$ cat config.mk
export PLATFORM = sky130hd
export DESIGN_NAME = nibble_serial_addsub_ctrl
export DESIGN_NICKNAME = d
export VERILOG_FILES = /design/src/rtl/nibble_serial_addsub_ctrl.sv
export SDC_FILE = /design/constraint.sdc
export NUM_CORES = 1
export LEC_CHECK = 0
export ABC_AREA = 0
export CAP_MARGIN = 30
export CORE_ASPECT_RATIO = 0.8
export CORE_MARGIN = 2
export CORE_UTILIZATION = 51
export DETAILED_ROUTE_END_ITERATION = 16
export PLACE_DENSITY_LB_ADDON = 0.12
export SYNTH_ARGS = -nofsm -noshare
export SYNTH_HDL_FRONTEND = slang
export SYNTH_SLANG_ARGS = --single-unit
export TNS_END_PERCENT = 50
$ cat constraint.sdc
create_clock -name clk -period 3 [get_ports clk]
set_clock_uncertainty 0.05 [all_clocks]
set_input_delay 0.6 -clock clk [delete_from_list [all_inputs] [get_ports clk]]
set_output_delay 0.6 -clock clk [all_outputs]
set_load 0.01 [all_outputs]
$ cat src/rtl/nibble_serial_addsub_ctrl.sv
`default_nettype none
// ============================================================================
// Module      : nibble_serial_addsub_ctrl
// Description : Multi-cycle wide adder/subtractor sequencer. One 4-bit
//               add/sub slice is reused across NIBBLES nibbles, LSB first.
//               The carry is chained between nibbles through a register.
//               Flags: carry = carry on add, borrow on subtract;
//                      overflow = signed overflow.
// Parameters  : NIBBLES - operand width in nibbles (W = 4*NIBBLES), 2..16
// Ports       : clk      in   clock, rising edge
//               rst_n    in   synchronous reset, active-low
//               start    in   request, sampled only in IDLE
//               op       in   0 = A+B, 1 = A-B (sampled with start)
//               a, b     in   W-bit operands (sampled with start)
//               busy     out  high while RUN or DONE
//               done     out  one-cycle pulse; result/flags valid from here
//               result   out  W-bit sum or difference
//               carry    out  carry (add) / borrow (sub) out of the MSB slice
//               overflow out  signed overflow of the MSB slice
// Options     : define ADDSUB_SAT_EN to clamp the result on signed overflow
//               to 0111..1 / 1000..0; flags are reported unchanged.
// Revision    : 1.0 - initial release
// ============================================================================
module nibble_serial_addsub_ctrl #(
  parameter int NIBBLES = 4
) (
  input  logic                 clk,
  input  logic                 rst_n,
  input  logic                 start,
  input  logic                 op,
  input  logic [4*NIBBLES-1:0] a,
  input  logic [4*NIBBLES-1:0] b,
  output logic                 busy,
  output logic                 done,
  output logic [4*NIBBLES-1:0] result,
  output logic                 carry,
  output logic                 overflow
);

  localparam int IDX_W = $clog2(NIBBLES);

  typedef enum logic [1:0] {
    S_IDLE = 2'd0,
    S_RUN  = 2'd1,
    S_DONE = 2'd2
  } state_t;

  state_t                      state_q, state_d;
  logic [IDX_W-1:0]            idx_q, idx_d;
  logic                        cin_q, cin_d;
  logic                        op_q, op_d;
  logic [NIBBLES-1:0][3:0]     a_q, a_d;
  logic [NIBBLES-1:0][3:0]     b_q, b_d;
  logic [NIBBLES-1:0][3:0]     result_q, result_d;
  logic                        carry_q, carry_d;
  logic                        overflow_q, overflow_d;
  logic                        busy_q, busy_d;
  logic                        done_q, done_d;

  // Shared 4-bit slice. Subtraction is A + ~B + 1, with the +1 supplied by
  // loading the carry register with op at start.
  logic [3:0] w_a_nib;
  logic [3:0] w_b_nib;
  logic [4:0] w_sum;
  logic       w_c_into_bit3;
  logic       w_last;

  assign w_a_nib = a_q[idx_q];
  assign w_b_nib = b_q[idx_q] ^ {4{op_q}};
  assign w_sum   = {1'b0, w_a_nib} + {1'b0, w_b_nib} + {4'b0000, cin_q};
  // Sum bit 3 is a3 ^ b3 ^ c3, so the carry into bit 3 falls out directly.
  assign w_c_into_bit3 = w_a_nib[3] ^ w_b_nib[3] ^ w_sum[3];
  assign w_last = (idx_q == IDX_W'(NIBBLES - 1));

  always_comb begin
    state_d    = state_q;
    idx_d      = idx_q;
    cin_d      = cin_q;
    op_d       = op_q;
    a_d        = a_q;
    b_d        = b_q;
    result_d   = result_q;
    carry_d    = carry_q;
    overflow_d = overflow_q;

    case (state_q)
      S_IDLE: begin
        if (start) begin
          a_d     = a;
          b_d     = b;
          op_d    = op;
          cin_d   = op;
          idx_d   = '0;
          state_d = S_RUN;
        end
      end

      S_RUN: begin
        result_d[idx_q] = w_sum[3:0];
        cin_d           = w_sum[4];
        if (w_last) begin
          carry_d    = w_sum[4] ^ op_q;
          overflow_d = w_c_into_bit3 ^ w_sum[4];
`ifdef ADDSUB_SAT_EN
          // On overflow the true result's sign is the sign of A.
          if (w_c_into_bit3 ^ w_sum[4]) begin
            result_d = {a_q[NIBBLES-1][3], {(4*NIBBLES-1){~a_q[NIBBLES-1][3]}}};
          end
`endif
          state_d = S_DONE;
        end else begin
          idx_d = idx_q + 1'b1;
        end
      end

      S_DONE: begin
        state_d = S_IDLE;
      end

      default: begin
        state_d = S_IDLE;
      end
    endcase

    // Status outputs are registered versions of the next state.
    busy_d = (state_d != S_IDLE);
    done_d = (state_d == S_DONE);
  end

  always_ff @(posedge clk) begin
    if (!rst_n) begin
      state_q    <= S_IDLE;
      idx_q      <= '0;
      cin_q      <= 1'b0;
      op_q       <= 1'b0;
      a_q        <= '0;
      b_q        <= '0;
      result_q   <= '0;
      carry_q    <= 1'b0;
      overflow_q <= 1'b0;
      busy_q     <= 1'b0;
      done_q     <= 1'b0;
    end else begin
      state_q    <= state_d;
      idx_q      <= idx_d;
      cin_q      <= cin_d;
      op_q       <= op_d;
      a_q        <= a_d;
      b_q        <= b_d;
      result_q   <= result_d;
      carry_q    <= carry_d;
      overflow_q <= overflow_d;
      busy_q     <= busy_d;
      done_q     <= done_d;
    end
  end

  assign busy     = busy_q;
  assign done     = done_q;
  assign result   = result_q;
  assign carry    = carry_q;
  assign overflow = overflow_q;

endmodule
`default_nettype wire

======== Word-level counts from Yosys, hierarchy flattened ========
Index checks and enable logic that the tools add are counted.
cells by class
  add/sub/neg operators ................... 3
  magnitude comparators ................... 2
  equal/unequal tests ..................... 5
  multiplexer cells ....................... 15
  bitwise logic cells ..................... 5
  reduce and logical (&&, ||, !) cells .... 8
operators with widths
  cell                 count
  $bmux 4 s2           2
  $bwmux 16            1
  $mux 4               3
  $demux 4 s2          1
  $mux 2               4
  $pmux 2 s2           2
  $reduce_and 2->1     3
  $add 4x4->5          1
  $add 5x1->5          1
  $eq 2x2->1 const B   2
  $ne 2x2->1 const B   2
  $reduce_bool 2->1    2
  $xor 1x1->1          4
  $xor 4x4->4          1
  $lt 2x3->1 const B   1
  $reduce_and 3->1     1
  $add 2x1->2 const B  1
  $eq 2x1->1 const B   1
  $ge 2x1->1 const B   1
  $logic_not 2->1      1
  $pmux 1 s2           1
  $logic_and 1x1->1    1
  $mux 1               1
storage, ports and cells
  register bits ........................... 58
  output and inout bits ................... 20
  logic and storage cells ................. 58

======== Depth between registers and ports, before layout ========
Gate-level depths: netlist (run 1).
  depth after elaboration ................. 7
  depth in mapped cells ................... 10
  gate-level depth less buffers ........... 9

======== Worst setup path after synthesis (run 1) ========
OpenSTA, ideal clock, no wires.
  path type ............................... register -> register
  start point ............................. reg idx_q[0]
  end point ............................... reg cin_q
  setup time .............................. 0.125 ns
  data arrival time ....................... 2.367 ns
  data required time ...................... 2.825 ns
  path slack .............................. 0.458 ns
  cell stages (with the launch flop) ...... 11
  buffers on the path ..................... 1
  period minus slack after synthesis ...... 2.542 ns
  cells stage by stage .................... dfxtp_1 > buf_6 > mux4_2 > xnor2_1 > fa_1 > inv_1 > fa_1 > nand3_1 > nand2_1 > a222oi_1 > nor2b_1
between the ends
  cells in the longest elaborated chain, start to end .. 6
  elaborated cells on any way between the ends .. 8
  those cells by class .................... add/sub: 2; mux: 5; bitwise: 1
ends and longest elaborated chain
  element                       line  text
  from (decl)                   49    logic [IDX_W-1:0] idx_q, idx_d;
  from (signal assigned)        145   idx_q <= idx_d;
  $bmux 4 s2                    69    assign w_b_nib = b_q[idx_q] ^ {4{op_q}};
  $mux 4 (not written as such)  69
  $xor 4x4->4                   69
  $add 4x4->5 (*)               70    assign w_sum = {1'b0, w_a_nib} + {1'b0, w_b_nib} + {4'b0000, cin_q};
  $add 5x1->5 (*)               70
  $pmux 1 s2 (*)                86    case (state_q)
  to (signal assigned)          146   cin_q <= cin_d;
  to (decl)                     50    logic cin_q, cin_d;
Every way passes the cells marked *; elsewhere a longest branch is shown, timed or not. The select of a mux whose other input is x is not followed.
A chain may end at the register's enable or synchronous reset.

======== Final worst setup path (run 1) ========
Ends and elaborated chain as after synthesis.

==> reports/metrics.yaml, run 1 <==
dieArea_mm2: 0.00591
cp_common_cell: "fa_1"
core_area_mm2: 0.00506
ys_ff_latch: 58
r2r_end: "cin_q"
irDropWorstVdd_v: 0.000616
grt_setup_unrepaired: "false"
syn_inst: 278
yosysWarningCount: 0
path_class: "reg2reg"
die_h_um: 69.2
gp_congestion: 0.828
finalMaxSlewViolations: 0
synthArstFlopShare_pct: 0
avgRoutedWirePerCell_um: 13.7
drt-initial-drc-count: 87
clkSinkCount: 58
final_common_cell: "nand2_1"
cts_buffer_depth: 2
startpoint: "idx_q[0]"
start_kind: "flip-flop"
worstPathArrival_ns: 2.87
path_depth: 9
dp.final_hpwl_mm: 3.83
crit_path_max_incr_delay_ns: 0.55
synth_mux_area_share_pct: 8.55
grt_pass1_wl_mm: 9.26
tightestPinTransition_ns: 0.520
nNetsFinal: 374
synth-xor-area-share_pct: 2.59
postSynthAreaPerCell_um2: 9.74
netlist_area_mm2: 0.00271
ys_types: 37
drc: 0
antenna_left: 0
drv_cap: 0
cts_made_buffers: 9
crit_end: "cin_q"
post-route-period-util_pct: 89.7
first_pass_iters: 4
numPortBuffers: 55
p_leak_nw: 1.43
relSlewSlack_pct: 65.3
drive_gt1_share_pct: 17.1
grt_pass1_vias: 1995
cp_max_fo: 7
grt_max_degree: 60
synth-main-ff-cell: "dfxtp_1"
post-cts-setup-buffers: 0
multi_input_area_mm2: 0.00139
fin_setup_tns_ns: 0
diodes: 0
finalSetupViolations: 0
die_w_um: 85.5
cts_tree: "done"
synth-simple-area-share_pct: 18.6
worstSetupEndpointType: "flip-flop"
ios: 56
post_cts_resized: 0
grt_usage_pct: 20.0
place_area_mm2: 0.00324
antenna_found_initial: 0
ctsHoldBuffers: 0
synth_fp_nets: 323
synth-adder-area-share_pct: 4.71
cts_root_buffer: "clkbuf_8"
initial_core_util_pct: 53.5
nFillCells: 410
r2r-start: "idx_q[0]"
seq_area_frac_synth_pct: 42.9
crit_buf_inv: 1
layout_common_cells: "74 x nand2_1, 58 x dfxtp_1, 55 x clkdlybuf4s50_1, 23 x a21boi_1"
cellPowerDensity_mw_per_mm2: 589
cpMaxStageDelayCell: "mux4_2"
synth_top_family_by_area: "simple AND/OR/NAND/NOR gates"
outcome: "complete, no violations"
wl_mm: 5.43
hold_viol_final: 0
synthToLayoutAreaGrowth_pct: 29.4
num_rows: 23
overflow: 0
critical_path.cell_chain: "mux4_2 -> xnor2_1 -> fa_1 -> inv_1 -> fa_1 -> nand3_1 -> nand2_1 -> a222oi_1 -> nor2b_1"
vias: 2024
reg2reg_setup_slack_ns: 0.31
synth_edf_count: 0
fmax_mhz: 371
cp_top_family: "adder cells"
clk_pin_slew_ns: 0.07
finalInstanceArea_mm2: 0.00351
clk_latency_ns: 0.34
ff_latch_area_mm2: 0.00116
cts_htree_levels: 3
rr_worst_depth: 9
synth-compound-area-share_pct: 16.8
holdCritPathClass: "reg2reg"
viasPerCell: 5.11
post-route-min-period_ns: 2.69
required_ns: 3.18
[worst min path at each step]
stage | from | to | slack, ns | depth (start not counted)
after global routing | a_q[1] | a_q[1] | 0.42 | 2
after global placement | a_q[8] | a_q[8] | 0.39 | 2
final | b_q[0] | b_q[0] | 0.40 | 2
after CTS | b_q[0] | b_q[0] | 0.40 | 2
after detailed placement | b_q[0] | b_q[0] | 0.40 | 2
after floorplan | a_q[10] | a_q[10] | 0.38 | 2
[layout make-up]
type / count / area share [%]
clock buffers: 9 / 3.53
flip-flops and latches: 58 / 33.1
well taps: 62 / 2.21
inverters: 7 / 0.749
clock inverters: 7 / 4.03
multi-input cells: 193 / 39.6
repair buffers: 60 / 16.8
[synthesized netlist by cell type (all sizes together) (3+ instances only)]
| master | n | area share, % |
|---|---|---|
| o211a | 8 | 3.0 |
| mux4 | 8 | 6.7 |
| mux2i | 4 | 1.5 |
| nand2b | 3 | 0.97 |
| xor2 | 3 | 0.97 |
| xnor2 | 5 | 1.6 |
| nor2b | 8 | 2.1 |
| o22ai | 5 | 1.2 |
| inv | 7 | 0.97 |
| and2 | 4 | 0.92 |
| buf | 15 | 4.2 |
| nor2 | 4 | 0.65 |
| a21boi | 33 | 11 |
| clkbuf | 5 | 0.69 |
| nand2 | 85 | 13 |
| dfxtp | 58 | 43 |
| a21oi | 4 | 0.74 |
| ha | 7 | 3.2 |
[logic make-up (layout without fill, tap and decap cells)]
logic type / Yosys count / after routing
fa+ha+maj: 9 / 9
flops: 58 / 58
simple gates: 108 / 108
mux: 13 / 13
xor+xnor: 8 / 8
compound gates: 55 / 55
buf+inv: 27 / 83
[state kept, by name, summed over array words and instances, names as in the netlist]
register  flops
op_q          1
overflow      1
result       16
b_q          16
state_q       2
busy          1
idx_q         2
carry         1
a_q          16
done          1
cin_q         1
[tightest hold or removal path: stages (launching register included)]
cell,delay (ns)
dfxtp_1,0.31
nand2_1,0.05
a21boi_1,0.05
[metal layers]
metal	routed length (um)	track usage (%)	vias to the layer above
li1	-	-	1027
met1	2780	27.9	937
met2	2280	28.8	52
met3	314	7.86	8
met4	53	5.82	0
met5	0	0	-
[power breakdown]
| group | switching, W | internal, W |
|---|---|---|
| Combinational | 0.000127 | 0.000143 |
| Sequential | 0.0000274 | 0.000809 |
| Clock | 0.000323 | 0.000635 |
| Total | 0.000477 | 0.00159 |
[through the flow]
stage / power (W) / hold WS, ns / cells / util (%) / worst slack (ns)
2_1_floorplan: 0.00103 / 0.382 / 278 / - / 0.458
3_3_place_gp: 0.00112 / 0.391 / 380 / 64.0 / 0.396
3_5_place_dp: 0.00113 / 0.396 / 380 / 64.0 / 0.293
4_1_cts: 0.00209 / 0.405 / 396 / 69.2 / 0.296
5_1_grt: 0.00215 / 0.422 / 396 / 69.2 / 0.130
6_report: 0.00206 / 0.403 / 396 / 69.2 / 0.308
Power figures use the tool's default switching activity.
==> inputs of run 2 (changes only) <==
PLACE_DENSITY = 0.8   (was default)
PLACE_DENSITY_LB_ADDON = default   (was 0.12)
clock period = 2.8 ns   (was 3 ns; I/O delays follow)
==> reports/metrics.yaml, run 2 (synthesis results as in run 1) <==
drive_gt1_share_pct: 17.7  # +0.60 points
cts_tree: "done"
whs_endpoint: "b_q[9]"
grt_max_degree: 60  # unchanged
antenna_left: 0  # unchanged
path_class: "reg2reg"
crit_buf_inv: 1  # unchanged
place_inst: 380  # unchanged
diodes: 0  # unchanged
cpMaxStageDelayCell: "mux4_2"
post-cts-setup-buffers: 0  # unchanged
power_frac_clock_pct: 43.1  # -3.3 points
ff_latch_area_mm2: 0.00116  # +0.11%
overflow: 0  # unchanged
layout_common_cells: "74 x nand2_1, 57 x dfxtp_1, 55 x clkdlybuf4s50_1, 23 x a21boi_1, 12 x clkbuf_8"
ios: 56  # unchanged
grt_setup_unrepaired: "false"
grt_pass1_wl_mm: 9.44  # +1.9%
r2r-start: "idx_q[0]"
post_cts_resized: 0  # unchanged
reg2reg_setup_slack_ns: 0.20  # -0.11 ns
initial_core_util_pct: 53.5  # unchanged
p_int_w: 0.00160  # +0.50%
cts_made_buffers: 9  # unchanged
sw_frac_of_total_pct: 23.8  # +0.67 points
irDropWorstVdd_v: 0.000436  # -29%
post-route-period-util_pct: 92.8  # +3.1 points
vias: 2017  # -0.35%
dieArea_mm2: 0.00591  # unchanged
avgRoutedWirePerCell_um: 13.9  # +1.2%
wl_mm: 5.50  # +1.2%
grt_pass1_vias: 2004  # +0.45%
num_rows: 23  # unchanged
critical_path.cell_chain: "mux4_2 -> xnor2_1 -> fa_1 -> inv_1 -> fa_1 -> nand3_1 -> nand2_1 -> a222oi_1 -> nor2b_1"
cp_common_cell: "fa_1"
finalNonFillerCells: 396  # unchanged
holdCritPathClass: "reg2reg"
nNetsFinal: 374  # unchanged
numPortBuffers: 55  # unchanged
sequentialPowerShare_pct: 42.7  # +2.2 points
hold_viol_final: 0  # unchanged
drv_cap: 0  # unchanged
worstSetupEndpointType: "flip-flop"
clkSinkCount: 58  # unchanged
cellPowerDensity_mw_per_mm2: 600  # +1.9%
core_area_mm2: 0.00506  # unchanged
rr_worst_depth: 9  # unchanged
grt_usage_pct: 20.4  # +0.39 points
first_pass_iters: 5  # +1
tightestPinTransition_ns: 0.506  # -0.0141 ns
crit_path_max_incr_delay_ns: 0.53  # -0.02 ns
cp_max_fo: 6  # -1
synthToLayoutAreaGrowth_pct: 28.7
fin_setup_tns_ns: 0  # unchanged
p_leak_nw: 1.43  # -0.51%
outcome: "complete, no violations"
fmax_mhz: 385  # +3.5%
start_kind: "flip-flop"
required_ns: 2.98  # -0.20 ns
cts_root_buffer: "clkbuf_8"
cp_top_family: "adder cells"
viasPerCell: 5.09  # -0.35%
post-route-min-period_ns: 2.60  # -0.0921 ns
antenna_found_initial: 0  # unchanged
die_w_um: 85.5  # unchanged
finalSetupViolations: 0  # unchanged
clk_latency_ns: 0.34  # about the same
drt-initial-drc-count: 117  # +34%
hp-start: "b_q[9]"
relSlewSlack_pct: 66.3  # +0.94 points
ctsHoldBuffers: 0  # unchanged
min_delay_path_depth: 2  # unchanged
r2r_end: "cin_q"
switching_power_w: 0.000498  # +4.3%
dp.final_hpwl_mm: 3.83  # about the same
gp_congestion: 0.803  # -3.0%
cts_buffer_depth: 2  # unchanged
drc: 0  # unchanged
die_h_um: 69.2  # unchanged
final_common_cell: "nand2_1"
holdWs_ns: 0.404  # +0.00101 ns
worstPathArrival_ns: 2.78  # -0.09 ns
comb_power_share_pct: 14.2  # +1.1 points
finalMaxSlewViolations: 0  # unchanged
clk_pin_slew_ns: 0.07  # about the same
nFillCells: 414  # +0.98%
multi_input_area_mm2: 0.00140  # +0.54%
cts_htree_levels: 3  # unchanged
## run 2: cell count changes in the layout (fill, tap and decap cells not counted), sizes merged
cell | previous run | this run
bufinv | 4 | 2
clkbuf | 9 | 12
clkinv | 2 | 1
## run 2: through the flow
stage / cell area [um2] / worst slack (ns) / total power, W / util [%]
5_1_grt: 3490 / 0.0132 / 0.00219 / 68.8
3_5_place_dp: 3240 / 0.142 / 0.00121 / 64.0
6_report: 3490 / 0.200 / 0.00209 / 68.8
3_3_place_gp: 3240 / 0.221 / 0.00120 / 64.0
2_1_floorplan: 2710 / 0.258 / 0.00110 / -
4_1_cts: 3480 / 0.115 / 0.00211 / 68.7
## run 2: final cells by class
| class | count | share of cell area, % |
|---|---|---|
| multi-input combinational | 193 | 40.0 |
| sequential | 58 | 33.3 |
| timing repair buffer | 60 | 16.9 |
| clock buffer | 12 | 4.74 |
| tap | 62 | 2.22 |
| clock inverter | 4 | 2.08 |
| inverter | 7 | 0.753 |
## run 2: power by group through the flow
stage | Combinational (W) | Sequential, W | Clock (W)
final | 0.000297 | 0.000895 | 0.000902
after global routing | 0.000329 | 0.000899 | 0.000965
after CTS | 0.000297 | 0.000895 | 0.000921
after detailed placement | 0.000294 | 0.000913 | 0
after global placement | 0.000286 | 0.000913 | 0
after floorplan | 0.000196 | 0.000907 | 0
## run 2: routing by layer
| layer | wire (um) | GRT usage [%] | vias to the layer above |
|---|---|---|---|
| li1 | - | - | 1033 |
| met1 | 2610 | 26.7 | 919 |
| met2 | 2490 | 31.3 | 53 |
| met3 | 289 | 6.79 | 12 |
| met4 | 98 | 7.94 | 0 |
| met5 | 0 | 0 | - |
## run 2: worst max path at each step
stage | to | slack (ns) | cells after the start | from
2_1_floorplan | cin_q | 0.26 | 10 | idx_q[0]
3_3_place_gp | cin_q | 0.22 | 9 | idx_q[0]
3_5_place_dp | cin_q | 0.14 | 9 | idx_q[0]
4_1_cts | cin_q | 0.12 | 8 | idx_q[0]
5_1_grt | cin_q | 0.01 | 9 | idx_q[0]
6_report | cin_q | 0.20 | 9 | idx_q[0]
## run 2: worst register-to-register path: stages (launching register included)
cell and delay [ns]:
dfxtp_2 0.40, mux4_2 0.53, xnor2_1 0.19, fa_1 0.22, inv_1 0.05, fa_1 0.41, nand3_1 0.11, nand2_1 0.11
a222oi_1 0.34, nor2b_1 0.08
==> inputs of run 3 (changes only) <==
clock period = 2.86 ns   (was 2.8 ns; I/O delays follow)
==> results of run 3 <==
Same layout as run 2 (identical final DEF). Status: complete, no violations.
Main changes from that run: setup slack after placement 0.142 ns -> 0.202 ns; setup slack after layout 0.200 ns -> 0.260 ns; register-to-register setup slack 0.20 ns -> 0.26 ns; total power 0.00209 W -> 0.00205 W; worst IR drop on VDD 0.000436 V -> 0.000427 V
